--- src/rtl/color_pkg.sv ---
// Shared colour codes and frame-tally state encoding used by color_detection
// and the dominant-colour tally.
package color_pkg;

  localparam logic [1:0] COLOR_NONE  = 2'd0;
  localparam logic [1:0] COLOR_RED   = 2'd1;
  localparam logic [1:0] COLOR_GREEN = 2'd2;
  localparam logic [1:0] COLOR_BLUE  = 2'd3;

  typedef enum logic [1:0] {
    ACCUM  = 2'd0,
    DECIDE = 2'd1,
    HOLD   = 2'd2
  } state_t;

  // One-hot LED pattern {red, green, blue} for a colour code; none gives all off.
  function automatic logic [2:0] color_leds(input logic [1:0] color);
    logic [2:0] leds;
    leds = 3'b000;
    case (color)
      COLOR_RED:   leds = 3'b100;
      COLOR_GREEN: leds = 3'b010;
      COLOR_BLUE:  leds = 3'b001;
      default:     leds = 3'b000;
    endcase
    return leds;
  endfunction

endpackage

--- src/rtl/dominant_color_tally_select.sv ---
// Combinational 3-way strict-maximum compare with a minimum-count floor.
// A colour wins only when it strictly beats both others and reaches MIN_COUNT.
module dominant_select
  import color_pkg::*;
#(
  parameter int unsigned CNT_W     = 16,
  parameter int unsigned MIN_COUNT = 1
) (
  input  logic [CNT_W-1:0] red_cnt_i,
  input  logic [CNT_W-1:0] green_cnt_i,
  input  logic [CNT_W-1:0] blue_cnt_i,
  output logic [1:0]       color_o
);

  // A floor above the counter range can never be met.
  localparam bit              FLOOR_UNREACHABLE = (longint'(MIN_COUNT) >= (longint'(1) << CNT_W));
  localparam logic [CNT_W-1:0] MIN_C            = CNT_W'(MIN_COUNT);

  logic red_wins;
  logic green_wins;
  logic blue_wins;

  // Strict-max test per colour; any tie leaves every colour losing.
  always_comb begin
    red_wins   = (red_cnt_i > green_cnt_i) && (red_cnt_i > blue_cnt_i)
                 && (red_cnt_i >= MIN_C) && !FLOOR_UNREACHABLE;
    green_wins = (green_cnt_i > red_cnt_i) && (green_cnt_i > blue_cnt_i)
                 && (green_cnt_i >= MIN_C) && !FLOOR_UNREACHABLE;
    blue_wins  = (blue_cnt_i > red_cnt_i) && (blue_cnt_i > green_cnt_i)
                 && (blue_cnt_i >= MIN_C) && !FLOOR_UNREACHABLE;
  end

  // At most one of the win flags can be set, so the priority order is irrelevant.
  always_comb begin
    color_o = COLOR_NONE;
    if (red_wins) begin
      color_o = COLOR_RED;
    end else if (green_wins) begin
      color_o = COLOR_GREEN;
    end else if (blue_wins) begin
      color_o = COLOR_BLUE;
    end
  end

endmodule

--- src/rtl/dominant_color_tally.sv ---
// Framed, restartable tally of per-pixel red/green/blue detection flags.
// Counts each colour over PIXELS_PER_FRAME accepted pixels, decides the
// dominant colour once per frame and holds it on a valid/ready output,
// mirrored onto one-hot LED outputs.
module dominant_color_tally
  import color_pkg::*;
#(
  parameter int unsigned PIXELS_PER_FRAME = 256,
  parameter int unsigned CNT_W            = 16,
  parameter int unsigned MIN_COUNT        = 1
) (
  input  logic             clk,
  input  logic             rst_n,
  input  logic             in_valid,
  input  logic             in_sof,
  input  logic             in_red,
  input  logic             in_green,
  input  logic             in_blue,
  output logic             in_ready,
  output logic             out_valid,
  input  logic             out_ready,
  output logic [1:0]       out_color,
  output logic [CNT_W-1:0] out_red_cnt,
  output logic [CNT_W-1:0] out_green_cnt,
  output logic [CNT_W-1:0] out_blue_cnt,
  output logic             red_led,
  output logic             green_led,
  output logic             blue_led
);

  localparam logic [CNT_W-1:0] FRAME_LEN = CNT_W'(PIXELS_PER_FRAME);

  // Saturating increment: sticks at all-ones instead of wrapping.
  function automatic logic [CNT_W-1:0] sat_inc(input logic [CNT_W-1:0] v, input logic en);
    return (en && (v != '1)) ? v + CNT_W'(1) : v;
  endfunction

  state_t           state_q;
  logic [CNT_W-1:0] red_q, green_q, blue_q, pix_q;
  logic [CNT_W-1:0] red_d, green_d, blue_d, pix_d;
  logic             out_valid_q;
  logic [1:0]       out_color_q;
  logic [CNT_W-1:0] out_red_q, out_green_q, out_blue_q;
  logic [2:0]       leds_q;
  logic [1:0]       winner;
  logic             accept;

  // Ready depends on the state register only; it is also held low during reset.
  assign in_ready = rst_n && (state_q == ACCUM);
  assign accept   = in_valid && in_ready;

  // Counter update for an accepted pixel; a start-of-frame pixel restarts from zero.
  always_comb begin
    red_d   = sat_inc(in_sof ? '0 : red_q,   in_red);
    green_d = sat_inc(in_sof ? '0 : green_q, in_green);
    blue_d  = sat_inc(in_sof ? '0 : blue_q,  in_blue);
    pix_d   = sat_inc(in_sof ? '0 : pix_q,   1'b1);
  end

  dominant_select #(
    .CNT_W     (CNT_W),
    .MIN_COUNT (MIN_COUNT)
  ) u_select (
    .red_cnt_i   (red_q),
    .green_cnt_i (green_q),
    .blue_cnt_i  (blue_q),
    .color_o     (winner)
  );

  // Frame FSM: accumulate pixels, decide once, hold the result until taken.
  always_ff @(posedge clk) begin
    if (!rst_n) begin
      state_q     <= ACCUM;
      red_q       <= '0;
      green_q     <= '0;
      blue_q      <= '0;
      pix_q       <= '0;
      out_valid_q <= 1'b0;
      out_color_q <= COLOR_NONE;
      out_red_q   <= '0;
      out_green_q <= '0;
      out_blue_q  <= '0;
      leds_q      <= '0;
    end else begin
      case (state_q)
        ACCUM: begin
          if (accept) begin
            red_q   <= red_d;
            green_q <= green_d;
            blue_q  <= blue_d;
            pix_q   <= pix_d;
            if (pix_d == FRAME_LEN) begin
              state_q <= DECIDE;
            end
          end
        end
        DECIDE: begin
          out_color_q <= winner;
          out_red_q   <= red_q;
          out_green_q <= green_q;
          out_blue_q  <= blue_q;
          leds_q      <= color_leds(winner);
          out_valid_q <= 1'b1;
          state_q     <= HOLD;
        end
        HOLD: begin
          if (out_ready) begin
            out_valid_q <= 1'b0;
            red_q       <= '0;
            green_q     <= '0;
            blue_q      <= '0;
            pix_q       <= '0;
            state_q     <= ACCUM;
          end
        end
        default: begin
          state_q <= ACCUM;
        end
      endcase
    end
  end

  assign out_valid     = out_valid_q;
  assign out_color     = out_color_q;
  assign out_red_cnt   = out_red_q;
  assign out_green_cnt = out_green_q;
  assign out_blue_cnt  = out_blue_q;
  assign red_led       = leds_q[2];
  assign green_led     = leds_q[1];
  assign blue_led      = leds_q[0];

endmodule
--- config.mk ---
export PLATFORM = sky130hd
export DESIGN_NAME = dominant_color_tally
export DESIGN_NICKNAME = d
export VERILOG_FILES = /design/src/rtl/color_pkg.sv /design/src/rtl/dominant_color_tally_select.sv /design/src/rtl/dominant_color_tally.sv
export SDC_FILE = /design/constraint.sdc
export NUM_CORES = 1
export LEC_CHECK = 0
export CORE_ASPECT_RATIO = 1.4
export CORE_UTILIZATION = 63
export CTS_CLUSTER_DIAMETER = 40
export DETAILED_ROUTE_END_ITERATION = 10
export HOLD_SLACK_MARGIN = 0.08
export PLACE_DENSITY = 0.82
export SLEW_MARGIN = 20
export SYNTH_ARGS = -nofsm -noshare
export SYNTH_HDL_FRONTEND = slang
export SYNTH_SLANG_ARGS = --single-unit
--- constraint.sdc ---
create_clock -name clk -period 7.3 [get_ports clk]
set_input_delay 1.46 -clock clk [delete_from_list [all_inputs] [get_ports clk]]
set_output_delay 1.46 -clock clk [all_outputs]
set_load 0.05 [all_outputs]
==> metrics, run 1 <==
number of clock sinks 120; crit share post-route 68.2%; synthesis-to-finish area growth 16.7%; critical path capture point type output port; clock insertion delay at the later pin of the skew report 430 ps; Vias per Instance 6.71; met2 Track Usage GR 62.1%; area of the multi-input gates 4410 µm²; kind of start point of the critical path input port; filler instances 877; Design Area, Final 8430 µm²; number of warnings reported in the yosys synthesis log 0; CTS tree done; synthesized area divided by synthesized cell count 7.64 µm²; core outline area 11000 µm²; Maximum Capacitance Violations 0; Clock Root Buffer clkbuf_16; top-area cell type share of the netlist area 33.3%; DRT Pass-1 Iters 5; share of flip-flops with an asynchronous set or reset after synthesis 0%; status finished, final reports clean; average wire per cell in the routed design 19.5 µm; Iteration-0 DRC Markers 578; clock-pin transition on the worst setup and hold timing paths 60 ps; Port Buffers 62; final layout net count 1034; final-report hold violation count 0; fraction of synthesized cell area in xor and xnor cells 1.33%; post-route clock skew 8.86 ps; standby leakage power 3.04 nW; Synth Area in Adders 9.01%; layout cell share with drive strength beyond 1 6.08%; via count 7566; leading post-synthesis cells by cell area dfxtp_1 33%, ha_1 9.0%, a21oi_1 8.8%; setup TNS after final layout 0 ps; Longest Clk Path Bufs 2; Yosys top cell by area dfxtp_1; peak supply drop 0.185 mV; Worst Tran Pin Value 1080 ps; starting utilization of the core area 65.8%; flip-flop and latch count after synthesis 120; CTS HTree Levels 4; arrival time at the worst endpoint 3520 ps; Final Total Pwr 1.55 mW; DIE AREA 11900 µm²; routability cong. 0.963; number of nets with antenna violations after detailed routing 0; maximum achievable frequency 201 MHz; overall track demand over capacity in global routing 37.8%; sequential cell area fraction in the yosys report 33.3%; total area of sequential cells 2400 µm²; synthesized cell area 7220 µm²; most common cell after layout, fill and taps aside nand2_1; clock buffers created by TritonCTS 17; total congestion overflow after global routing 0; final-report setup violation count 0; commonest non-fill, non-tap cells in the layout 161 x nand2_1, 127 x a21oi_1, 120 x dfxtp_1; met1 routing resource usage after global routing 44.7%; standard cell area after detailed placement 7870 µm²; cells after synthesis 945; FP Rows 45; met3 layer usage reported by global route 7.92%; Min-Delay Path Class flop to flop; CP Class input port to output port; WL final 22000 µm; via count of the first global-routing pass 7092; final count of pins violating max slew 0; diode insertion count for antenna repair 0; Critical Path Fanout Max 11; flip-flop cell with the highest count after synthesis dfxtp_1; Max-Slew Margin vs Limit 26.2%; # DRC 0; number of top-level pins 63; global-route wire length before repair 35100 µm; total power divided by cell area 184 nW/µm²; number of antenna violations at the first check in global routing 0; number of synthesized flops with an enable pin 0; Post-CTS Setup Repair Bufs 0; post-synthesis net count 1005; mux contribution to synthesized area 0.970%; HPWL Detailed 14600 µm; Top Usage Layer GRT met2; CTS resizes 0; simple logic cell fraction of the synthesized area 26.2%; worst path required time 5840 ps; horizontal die dimension 92.5 µm; largest net degree at the start of global routing 86; final critical-path required period 4980 ps; number of distinct library cells after synthesis 70; unrepaired setup endpoints after global routing no; combinational family with the most area after synthesis simple AND/OR/NAND/NOR gates; overall die height 129 µm; # hold bufs at CTS 0; area fraction in compound gates after synthesis 23.4%
==> area by class of cell <==
cell class	instances	share of cell area [%]
multi-input combinational	717	52.3
sequential	120	28.5
clock buffer	18	5.21
tap	141	2.09
clock inverter	14	1.47
timing repair buffer	74	8.43
inverter	44	1.96
==> cell usage after synthesis (5+ instances only) <==
cell and number:
a211oi_1 8, a21oi_1 127, a22oi_1 11, a31oi_1 13, and2_1 5, and3_1 11
and4_1 6, and4b_1 7, clkbuf_1 58, dfxtp_1 120, ha_1 52, inv_1 43
mux2i_1 7, nand2_1 161, nand2b_1 5, nand3_1 36, nand4_1 28, nor2_1 38
nor2b_1 11, nor3_1 7, nor4_1 19, o211ai_1 9, o21a_1 5, o21ai_0 59
o22ai_1 5, o31ai_1 5, or3_1 7, or4_1 6, xnor2_1 8
==> path summary, 6_finish.rpt <==
| path | from | endpoint | slack (ps) | depth (start not counted) |
|---|---|---|---|---|
| max | rst_n | in_ready | 2320 | 3 |
| min | out_blue_cnt[8] | out_blue_cnt[8] | 450 | 2 |
| max reg2reg | state_q[1] | green_q[6] | 4330 | 8 |
| min reg2reg | out_blue_cnt[8] | out_blue_cnt[8] | 450 | 2 |
==> per-layer routing <==
metal  routed length (µm)  share of wire [%]
met4                 1260                5.7
met2                10400                 47
met5                    0                  0
met3                 1770                8.1
met1                 8580                 39
==> worst max-delay path, cell delays in order <==
cell	delay, ps
clkdlybuf4s50_1	800
nor3b_1	380
clkdlybuf4s50_1	890
==> logic make-up after synthesis <==
logic type | Yosys count
xor gates and xnor gates | 11
AOI/OAI and AO/OA | 280
muxes | 7
DFF | 120
and+or+nand+nor | 367
adders and majority gates | 52
buffers and inverters | 108
==> state kept, by name, summed over array words and instances (netlist names) <==
register,cells
blue_q,16
green_q,16
leds_q,3
out_blue_cnt,16
out_color,2
out_green_cnt,16
out_red_cnt,16
out_valid,1
pix_q,16
red_q,16
state_q,2
==> stage by stage <==
step / instances / utilization [%] / hold slack [ps] / setup WS (ps)
floorplan: 945 / - / 458 / 3150
global route: 1128 / 76.8 / 471 / 2300
detailed placement: 1096 / 71.6 / 448 / 2330
finish: 1128 / 76.8 / 453 / 2320
CTS: 1128 / 76.8 / 456 / 2330
global placement: 1096 / 71.6 / 441 / 2430
==> where the power goes <==
| group | switching (mW) | internal (mW) |
|---|---|---|
| logic | 0.0607 | 0.0274 |
| registers | 0.00535 | 0.658 |
| clock network | 0.322 | 0.477 |
| total | 0.388 | 1.16 |
Note: power is estimated with default switching activity, not from simulation.
==> run 2: changes to the inputs <==
- CORE_UTILIZATION: 63 -> 53
- PLACE_DENSITY: 0.82 -> 0.73
- clock period: 7.3 -> 4.1 ns (I/O delays scaled with it)
==> run 2 against run 1 <==
Design area increased by 1.6%. Sequential share of layout area decreased by 0.46 points. Power increased by 83%. Hold slack got worse by 1.3 ps. Critical path depth unchanged. Die area increased by 19%. Critical endpoint unchanged.
==> metrics, run 2 (synthesis results as in run 1) <==
status finished, final reports clean; Min-Delay Path Class flop to flop; # hold bufs at CTS 0; layout cell share with drive strength beyond 1 6.83%; Iteration-0 DRC Markers 494; DRT Pass-1 Iters 5; CTS HTree Levels 4; Longest Clk Path Bufs 2; via count of the first global-routing pass 7007; final-report hold violation count 0; crit share post-route 80.7%; number of clock sinks 120; standby leakage power 3.10 nW; diode insertion count for antenna repair 0; internal portion of total power 2.14 mW; horizontal die dimension 101 µm; Worst Tran Pin Value 808 ps; average wire per cell in the routed design 18.6 µm; clock buffers created by TritonCTS 17; HPWL Detailed 14600 µm; largest net degree at the start of global routing 56; final-report setup violation count 0; WL final 21900 µm; Critical Path Fanout Max 3; # DRC 0; number of top-level pins 63; Maximum Capacitance Violations 0; Post-CTS Setup Repair Bufs 0; FP Rows 50; commonest non-fill, non-tap cells in the layout 161 x nand2_1, 127 x a21oi_1, 120 x dfxtp_1; most common cell after layout, fill and taps aside nand2_1; final critical-path required period 3310 ps; Hold WS 451 ps; CTS resizes 0; Final Total Pwr 2.84 mW; CP Class input port to output port; Max-Slew Margin vs Limit 46.1%; Clock Root Buffer clkbuf_16; standard cell area after detailed placement 7980 µm²; unrepaired setup endpoints after global routing no; overall track demand over capacity in global routing 32.3%; total congestion overflow after global routing 0; global-route wire length before repair 35400 µm; power share of the sequential group 41.5%; pre-CTS worst setup slack 465 ps; Design Area, Final 8570 µm²; final count of pins violating max slew 0; via count 7466; worst path required time 3280 ps; final worst slack 792 ps; number of nets with antenna violations after detailed routing 0; post-route clock skew 9.02 ps; core outline area 13300 µm²; setup TNS after final layout 0 ps; final layout net count 1042; switching portion of total power 24.9%; DIE AREA 14100 µm²; routability cong. 0.931; total power divided by cell area 332 nW/µm²; synthesis-to-finish area growth 18.6%; starting utilization of the core area 54.2%; Port Buffers 62; number of antenna violations at the first check in global routing 0; arrival time at the worst endpoint 2490 ps; combinational share of power 5.7%; clock network power share 52.8%; peak supply drop 0.291 mV; overall die height 140 µm; CTS tree done; critical path capture point type output port; Vias per Instance 6.34; filler instances 1181; switching power 0.708 mW; clock insertion delay at the later pin of the skew report 420 ps; maximum achievable frequency 302 MHz; kind of start point of the critical path input port; clock-pin transition on the worst setup and hold timing paths 60 ps
[run 2: stage by stage]
step	std cells	util, %
2_1_floorplan	945	-
3_3_place_gp	1145	59.9
3_5_place_dp	1145	59.9
4_1_cts	1177	64.3
5_1_grt	1177	64.3
6_report	1177	64.3
[run 2: power groups by stage]
stage	logic, mW	clock network [mW]	registers [mW]
6_report	0.161	1.50	1.18
5_1_grt	0.175	1.57	1.18
4_1_cts	0.157	1.52	1.18
3_5_place_dp	0.155	0	1.20
3_3_place_gp	0.155	0	1.20
2_1_floorplan	0.104	0	1.20
[run 2: area by class of cell]
cell class / instances / area (µm²) / share of cell area, %
Clock buffer: 18 / 439 / 5.13
Clock inverter: 14 / 150 / 1.75
Inverter: 44 / 165 / 1.93
Multi-Input combinational cell: 717 / 4410 / 51.5
Sequential cell: 120 / 2400 / 28.0
Tap cell: 182 / 228 / 2.66
Timing Repair Buffer: 82 / 771 / 9.00
[run 2: critical path, cell delays in order]
cell	delay, ps
clkdlybuf4s50_1	480
nor3b_1	320
clkdlybuf4s50_1	870
[run 2: path summary, 6_finish.rpt]
check                                     start               to  slack [ps]  depth (start not counted)
worst max-delay path                      rst_n         in_ready         790                          3
worst min-delay path            out_blue_cnt[9]  out_blue_cnt[9]         450                          2
worst max register to register        red_q[14]     out_color[0]        1360                          7
worst min register to register  out_blue_cnt[9]  out_blue_cnt[9]         450                          2
[run 2: routing by layer]
layer | routed length (µm) | up-vias | global-route usage, %
met4 | 1220 | 0 | 20.3
li1 | - | 3521 | -
met1 | 8670 | 3482 | 37.9
met2 | 10500 | 357 | 53.3
met3 | 1470 | 106 | 6.69
met5 | 0 | - | 0
==> edit: new RTL, flow settings as in run 1 <==
The parameter `PIXELS_PER_FRAME` goes from 256 to 128.
--- a/src/rtl/dominant_color_tally.sv
+++ b/src/rtl/dominant_color_tally.sv
@@ -5,7 +5,7 @@
 module dominant_color_tally
   import color_pkg::*;
 #(
-  parameter int unsigned PIXELS_PER_FRAME = 256,
+  parameter int unsigned PIXELS_PER_FRAME = 128,
   parameter int unsigned CNT_W            = 16,
   parameter int unsigned MIN_COUNT        = 1
 ) (
Formal check against the unedited RTL: no difference found for any inputs over 10 cycles, from zero or initial values and one cycle with rst_n low; that may be too few to reach the edited logic, so the function may still have changed.
==> edit against run 1 <==
Synthesized area down 1.6%; worst setup slack gained 0.073 ns; routed wire length is 1.1% higher; design area is essentially flat; non-clock buffer count is 2 lower; die area decreased by 1.5%; sequential cell count is the same; total power grew 10%; largest cell class unchanged; largest power group unchanged.
==> edit: results (changes against run 1) <==
{| class="wikitable"
! Metric !! Value
|-
| Gpl congestion || 0.975 (+1.3%)
|-
| Pin count of the biggest net entering global routing || 90 (+4.7%)
|-
| Leading post-synthesis cells by instance count || nand2_1, a21oi_1, dfxtp_1
|-
| Area fraction in compound gates after synthesis || 0.232 (-0.00140)
|-
| Arrival time worst endpoint || 3.45 ns (-0.07 ns)
|-
| Final Net Count || 1031 (-0.29%)
|-
| Number of library cell types mapped by synthesis || 68 (-2.9%)
|-
| Proportion of layout cells with a drive suffix above 1 || 0.0518 (-0.00896)
|-
| Final HPWL from detailed placement || 14900 um (+1.8%)
|-
| Result of the run || finished, final reports clean
|-
| Via count of the first global-routing pass || 7283 (+2.7%)
|-
| Vias post-DR || 7656 (+1.2%)
|-
| Post-synthesis mux area share || 0.00563 (-0.00407)
|-
| Global-route wire length before repair || 35600 um (+1.4%)
|-
| GR Util All Layers || 0.387 (+0.00954)
|-
| Worst stage delay on the critical path || 0.86 ns (-0.03 ns)
|-
| Largest clock skew in the final design || 0.00636 ns (-0.00250 ns)
|-
| Area contributors post-synth || dfxtp_1, a21oi_1, ha_1
|-
| Iteration-0 DRC Markers || 722 (+25%)
|-
| Tightest Pin Transition || 0.934 ns (-0.145 ns)
|-
| Final routed wirelength across all metal layers || 22200 um (+1.1%)
|-
| Peak VDD IR || 0.141 mV (-24%)
|-
| XOR/XNOR share of the synthesized area || 0.0172 (+0.00391)
|-
| Register area share after synthesis || 0.338 (+0.00527)
|-
| Number of filler instances in the final layout || 814 (-7.2%)
|-
| Post-Synth Adder-Cell Area || 0.0915 (+0.00143)
|}
edit: changes by cell type after synthesis, moves of 7 or more:
cell	delta
nand3_1	+10
a21oi_1	+7
a31oi_1	-7
clkbuf_1	-9
a22oi_1	-7
edit: area by class of cell:
| class | count | area (um^2) | area share |
|---|---|---|---|
| clock buffers | 20 | 447 | 0.0530 |
| clock inverters | 12 | 223 | 0.0264 |
| inverters | 44 | 165 | 0.0196 |
| multi-input cells | 716 | 4320 | 0.513 |
| flip-flops and latches | 120 | 2400 | 0.285 |
| well taps | 141 | 176 | 0.0209 |
| repair buffers | 72 | 696 | 0.0825 |
edit: metrics by stage:
stage / std cells / power [uW] / setup WS [ns] / area (um^2) / util
5_1_grt: 1125 / 1750 / 2.32 / 8430 / 0.772
6_report: 1125 / 1710 / 2.39 / 8430 / 0.772
2_1_floorplan: 937 / 735 / 3.15 / 7110 / -
3_3_place_gp: 1093 / 759 / 2.44 / 7760 / 0.711
4_1_cts: 1125 / 1710 / 2.39 / 8430 / 0.772
3_5_place_dp: 1093 / 762 / 2.42 / 7760 / 0.711
edit: per-layer routing:
layer / track usage / share of wire
met1: 0.456 / 0.37
met2: 0.644 / 0.48
met3: 0.0884 / 0.093
met4: 0.226 / 0.051
met5: 0 / 0
edit: path summary, 6_finish.rpt:
| check | startpoint | end | slack, ns | cells after the start |
|---|---|---|---|---|
| worst max-delay path | rst_n | in_ready | 2.39 | 3 |
| worst min register to register | out_green_cnt[10]$_SDFFE_PN0P_ | out_green_cnt[10]$_SDFFE_PN0P_ | 0.45 | 2 |
| worst max register to register | red_q[1]$_SDFFE_PN0P_ | red_q[15]$_SDFFE_PN0P_ | 4.52 | 9 |
| worst min-delay path | out_green_cnt[10]$_SDFFE_PN0P_ | out_green_cnt[10]$_SDFFE_PN0P_ | 0.45 | 2 |
edit: report_power, final:
group	switching [uW]	leakage (uW)	internal, uW
registers	7.03	0.000967	658
logic	58.8	0.00168	28.5
clock network	309	0.000320	649
total	375	0.00297	1340
edit: logic make-up (layout without fill, tap and decap cells):
group           after synthesis  in the layout
simple gates                372            372
buf+inv                     101            148
mux                           4              4
flops                       120            120
compound gates              274            274
fa+ha+maj                    52             52
xor+xnor                     14             14
edit: worst reg2reg max path: stages, from the launching register on:
cell and delay, ns:
dfxtp_1 0.59, inv_1 0.20, nor2_1 0.28, ha_1 0.28
nand2_1 0.08, or3_1 0.40, o2111ai_2 0.37, nor4_1 0.15
a2bb2oi_1 0.17, o21ai_0 0.17
